### config.mk
export PLATFORM = sky130hd
export DESIGN_NAME = rev_counter_ctrl
export DESIGN_NICKNAME = d
export VERILOG_FILES = /design/src/rtl/rev_counter_ctrl.sv
export SDC_FILE = /design/constraint.sdc
export NUM_CORES = 1
export LEC_CHECK = 0
export ABC_AREA = 1
export CAP_MARGIN = 20
export CORE_UTILIZATION = 55
export CTS_BUF_LIST = sky130_fd_sc_hd__clkbuf_16
export CTS_CLUSTER_SIZE = 30
export DETAILED_ROUTE_END_ITERATION = 16
export PLACE_DENSITY_LB_ADDON = 0.15
export SYNTH_ARGS = -nofsm -noshare
export SYNTH_HDL_FRONTEND = slang
export SYNTH_SLANG_ARGS = --single-unit
export TNS_END_PERCENT = 10
### constraint.sdc
create_clock -name clk -period 3.1 [get_ports clk]
set_input_delay 0.62 -clock clk [delete_from_list [all_inputs] [get_ports clk]]
set_output_delay 0.62 -clock clk [all_outputs]
set_load 0.01 [all_outputs]
### src/rtl/rev_counter_ctrl.sv
// rtl/rev_counter_ctrl.sv - prescaled up/down revolution counter with IDLE/RUN/DONE control
module rev_counter_ctrl #(
  parameter int unsigned PRESCALE = 5000000,
  parameter logic [15:0] MAX      = 16'hFFFF
) (
  input  logic        clk,
  input  logic        RST,
  input  logic        start,
  input  logic        stop,
  input  logic        dir,
  input  logic        mode,
  input  logic        load,
  input  logic [15:0] load_val,
  output logic [15:0] cnt,
  output logic        step,
  output logic        Rc,
  output logic        running,
  output logic        done
);

  localparam int unsigned PW = $clog2(PRESCALE);
  localparam logic [PW-1:0] PS_LAST = PW'(PRESCALE - 1);

  typedef enum logic [1:0] {S_IDLE, S_RUN, S_DONE} state_t;

  state_t        state_q;
  logic [PW-1:0] presc_q;
  logic [15:0]   cnt_q;
  logic          step_q;
  logic          rc_q;
  logic [15:0]   load_d;
  logic          at_limit_d;

  assign load_d     = (load_val > MAX) ? MAX : load_val;
  assign at_limit_d = dir ? (cnt_q >= MAX) : (cnt_q == 16'd0);

  always_ff @(posedge clk or posedge RST) begin
    if (RST) begin
      state_q <= S_IDLE;
      presc_q <= '0;
      cnt_q   <= '0;
      step_q  <= 1'b0;
      rc_q    <= 1'b0;
    end else begin
      step_q <= 1'b0;
      rc_q   <= 1'b0;
      // load > stop > start > tick; an ignored stop/start falls through
      if (load) begin
        cnt_q   <= load_d;
        presc_q <= '0;
        if (state_q == S_DONE) state_q <= S_IDLE;
      end else if (stop && state_q != S_IDLE) begin
        state_q <= S_IDLE;
        presc_q <= '0;
      end else if (start && state_q != S_RUN) begin
        state_q <= S_RUN;
        presc_q <= '0;
      end else if (state_q == S_RUN) begin
        if (presc_q == PS_LAST) begin
          presc_q <= '0;
          if (!at_limit_d) begin
            cnt_q  <= dir ? cnt_q + 16'd1 : cnt_q - 16'd1;
            step_q <= 1'b1;
          end else if (!mode) begin
            cnt_q  <= dir ? 16'd0 : MAX;
            step_q <= 1'b1;
            rc_q   <= 1'b1;
          end else begin
            rc_q    <= 1'b1;
            state_q <= S_DONE;
          end
        end else begin
          presc_q <= presc_q + PW'(1);
        end
      end
    end
  end

  assign cnt     = cnt_q;
  assign step    = step_q;
  assign Rc      = rc_q;
  assign running = (state_q == S_RUN);
  assign done    = (state_q == S_DONE);

endmodule

; ---- Word level (Yosys, flattened, before mapping)
; Index checks and enable logic that the tools add are counted.
[op_classes]
n_mux = 37
addsub = 3
n_reduce_logical = 12
n_lt_le_gt_ge = 2
n_eq_ne = 8
[ops]
columns = op, count
row1 = $mux 16, 10
row2 = $mux 23, 5
row3 = $add 23x1->23 const B, 1
row4 = $eq 23x23->1 const B, 1
row5 = $add 16x1->16 const B, 1
row6 = $ge 16x16->1 const B, 1
row7 = $gt 16x16->1 const B, 1
row8 = $logic_not 16->1, 1
row9 = $mux 2, 8
row10 = $reduce_bool 4->1, 4
row11 = $sub 16x1->16 const B, 1
row12 = $mux 1, 14
row13 = $reduce_and 5->1, 2
row14 = $reduce_bool 2->1, 3
row15 = $ne 2x1->1 const B, 2
row16 = $ne 2x2->1 const B, 2
row17 = $ne 3x3->1 const B, 1
row18 = $eq 2x1->1 const B, 1
row19 = $eq 2x2->1 const B, 1
row20 = $logic_and 1x1->1, 2
[word_totals]
wordCells = 67
reg_bits = 43
out_inout_bits = 20
inputBits = 23

; ---- Depth between registers and ports, before layout
[depth]
word_depth = 8
depth_mapped = 13
depth_no_buf = 13

; ---- Worst setup path before layout
; Ideal clock, no wire load.
[synth_timing]
path_type = in2reg
startpoint = input dir
endpoint = register cnt_q[11], in the netlist cnt[11]
setup_ps = 116
slack_ps = 909
n_path_buf = 0
t_arrival_ps = 2074
stages = 11
cell_sequence = inv_1 -> ha_1 -> or2_2 -> nand3_1 -> nand2_1 -> nand2_1 -> nand3b_1 -> nand3_1 -> nand2_1 -> nand2_1 -> nand2_1
[synth_via]
elab_chain_cells = 8
elab_cells_between_ends = 12
classes_between = eq/ne: 1 / mux: 10 / reduce/logical: 1
[synth_lines]
columns = item, line
row1 = "start, declared", 10  ; input logic dir,
row2 = $mux 16, 65  ; cnt_q <= dir ? 16'd0 : MAX;
row3 = $mux 16, 64  ; end else if (!mode) begin
row4 = $mux 16, 61  ; if (!at_limit_d) begin
row5 = $mux 16, 59  ; if (presc_q == PS_LAST) begin
row6 = $mux 16, 58  ; end else if (state_q == S_RUN) begin
row7 = $mux 16, 55  ; end else if (start && state_q != S_RUN) begin
row8 = $mux 16, 52  ; end else if (stop && state_q != S_IDLE) begin
row9 = $mux 16, 48  ; if (load) begin
row10 = "end signal, assigned", 49  ; cnt_q <= load_d;
row11 = "end signal, assigned", 62  ; cnt_q <= dir ? cnt_q + 16'd1 : cnt_q - 16'd1;
row12 = "end signal, assigned", 65
row13 = "end, declared", 28  ; logic [15:0] cnt_q;
; Parallel ways exist; a longest one is shown, timed or not. The select of a mux whose other input is x is not followed.
; A chain may end at the register's enable or synchronous reset.

; ---- Worst setup path after layout
[layout_timing]
startpoint = input dir
endpoint = register cnt_q[15], in the netlist cnt[15]
; The elaborated chain is that of the path after synthesis.

==> results.yml <==
cts:
  hold_buffers: 0
  htree_num_levels: 2
  cts_setup_buffers: 0
  cts_resized: 0
  cts-root-buf: "clkbuf_16"
  clkTransAtPathRegs_ps: 70
  clockBufferDepth: 2
  numCtsBuffers: 5
  worstSkewPairLatency_ps: 280
  cts_tree: "done"
  cts_sinks: 43
final_layout:
  multi_input_area_um2: 2250
  stdcell_count: 708
  seqCellArea_um2: 1080
  antenna_cells: 0
  synthToLayoutAreaGrowth_pct: 17.3
  final_net_count: 669
  nFillCells: 563
  drive_above_1_share_pct: 8.72
critical_path:
  crit_path_start_kind: "input pin"
  cp.required_ps: 3270
  crit_arrival_ps: 2760
  cp_max_fo: 14
  crit_type: "in -> reg"
  endpoint_kind: "register"
timing:
  rsz0062_at_grt: "no"
  finalHoldViolations: 0
  maxSlewViolCount: 0
  fin_setup_tns_ps: 0
  setup_ws_ps: 514
  fin_crit_sh_pct: 83.4
  layout_min_cycle_time_ps: 2590
  setup_viol: 0
  slew-limit-headroom_pct: 62.9
  worstMarginPinSlew_ps: 556
  max_freq_ghz: 0.387
  skew_ps: 7.65
synthesis:
  ys.flop_type: "dfrtp_1"
  avgSynthCellArea_um2: 6.31
  synth_fp_nets: 624
  ys_seq_elements: 43
  yosysMostFrequentCell: "nand2_1"
  async_reset_ff_share_pct: 100
  synth_commonest_cells: "195 x nand2_1, 85 x nor2_1, 74 x inv_1"
  synth_area_leaders: "dfrtp_1 29%, nand2_1 20%, nor2_1 8.6%, inv_1 7.5%, nand3_1 5.4%"
  yosysTopAreaCell: "dfrtp_1"
  synth_area_um2: 3690
  synth_edf_count: 0
  synth_cell_types: 36
  synth_cells: 585
  yosysTopAreaCellShare_pct: 29.2
  seq_area_frac_synth_pct: 29.2
  yosys_warnings: 0
die:
  rows: 29
  initial_core_util_pct: 57.4
  die_y_um: 83.9
  fp.dieW_um: 83.9
  core_um2: 6420
  die_area_um2: 7040
  io_pins: 43
global_routing:
  grt_max_degree: 44
  antenna_found_initial: 0
  grt.total_usage_pct: 29.0
  first_global_vias: 3644
  grt_overflow: 0
  grt_pass1_wl_um: 16500
placed_design:
  placed_cells: 700
  portBuffers: 42
  dp_hpwl_um: 7350
  post-place-ws_ps: 214
  gp_congestion: 0.906
min_path:
  hold_class: "reg -> reg"
route:
  wl_per_cell_um: 13.4
  drt_iter0_markers: 269
  via_per_inst: 5.42
  route.detailed.drc: 0
  ant_nets: 0
  wirelength_um: 9500
  drt_first_pass_iters: 5
  dr_total_vias: 3836
status:
  outcome: "finished, final reports clean"
power:
  p_leak_nw: 2.12
  power_density_nw_per_um2: 698
  vdd_drop_max_mv: 0.382
flow_run:
  cap_violations: 0
[layout by cell type, fill, tap and decap left out, drive strengths merged, types with 3 or more instances in the layout]
cell / synthesis / layout
clkinv: 0 / 3
inv: 78 / 77
a21oi: 22 / 22
nor2: 96 / 96
nand2: 205 / 205
clkbuf: 3 / 5
buf: 4 / 3
or2: 9 / 9
o21ai: 22 / 22
nand3b: 6 / 6
nor3: 9 / 9
dfrtp: 43 / 43
clkdlybuf4s50: 0 / 42
ha: 15 / 15
nand3: 45 / 45
nand4: 12 / 12
[through the flow]
stage               power, mW  instance area, µm²  utilization (%)  hold slack [ps]
finish                   3.02                4330             67.3              532
global route             3.29                4330             67.3              557
CTS                      3.02                4330             67.3              539
detailed placement       2.41                4160             64.8              524
global placement         2.37                4160             64.8              505
floorplan                1.92                3690                -              473
[per-layer routing]
layer / routed length (µm) / vias up / share of wire (%) / global-route usage, %
li1: - / 1945 / - / -
met1: 4190 / 1727 / 44 / 36.4
met2: 4680 / 135 / 49 / 52.0
met3: 416 / 29 / 4.4 / 3.46
met4: 216 / 0 / 2.3 / 8.62
met5: 0 / - / 0 / 0
[final timing paths]
kind	start	endpoint	slack, ps	depth (start not counted)
setup reg to reg	cnt[0]	cnt[12]	1030	12
setup / recovery	dir	cnt[15]	510	12
hold / removal	presc_q[0]	presc_q[0]	530	1
min in group asynchronous	RST	cnt[14]	780	3
hold reg to reg	presc_q[0]	presc_q[0]	530	1
max in group asynchronous	RST	cnt[9]	1940	3
[flip-flops by register name, indices dropped and copies added (netlist names)]
name,cells
state_q,2
step,1
cnt,16
Rc,1
presc_q,23
[area by class of cell]
class / instances / share of cell area [%]
well taps: 77 / 2.23
repair buffers: 45 / 10.2
clock buffers: 5 / 2.89
inverters: 78 / 6.83
flip-flops and latches: 43 / 24.9
clock inverters: 3 / 0.897
multi-input cells: 457 / 52.0
[report_power, final]
part | internal [mW] | switching, mW | leakage [nW]
registers | 0.665 | 0.182 | 0.564
clock network | 0.376 | 0.222 | 0.0812
logic | 0.658 | 0.917 | 1.48
[cells by family after synthesis]
family                     share of synthesized area [%]
and+or+nand+nor                                     46.3
buffers and inverters                               9.80
AOI/OAI and AO/OA                                   8.14
DFF                                                 29.2
adders and majority gates                           5.63
xor gates and xnor gates                           0.950
[worst max-delay path, cell delays in order]
cell and delay, ps:
clkdlybuf4s50_1 430, inv_1 360, ha_1 380, or2_2 330, nand3_1 110, nand2_1 110
nand2_1 100, nand3_1 70, nand3_1 80, nand2_1 60, nand2_1 60, nand2_1 50
No activity file was read; power rests on OpenSTA's default activity.
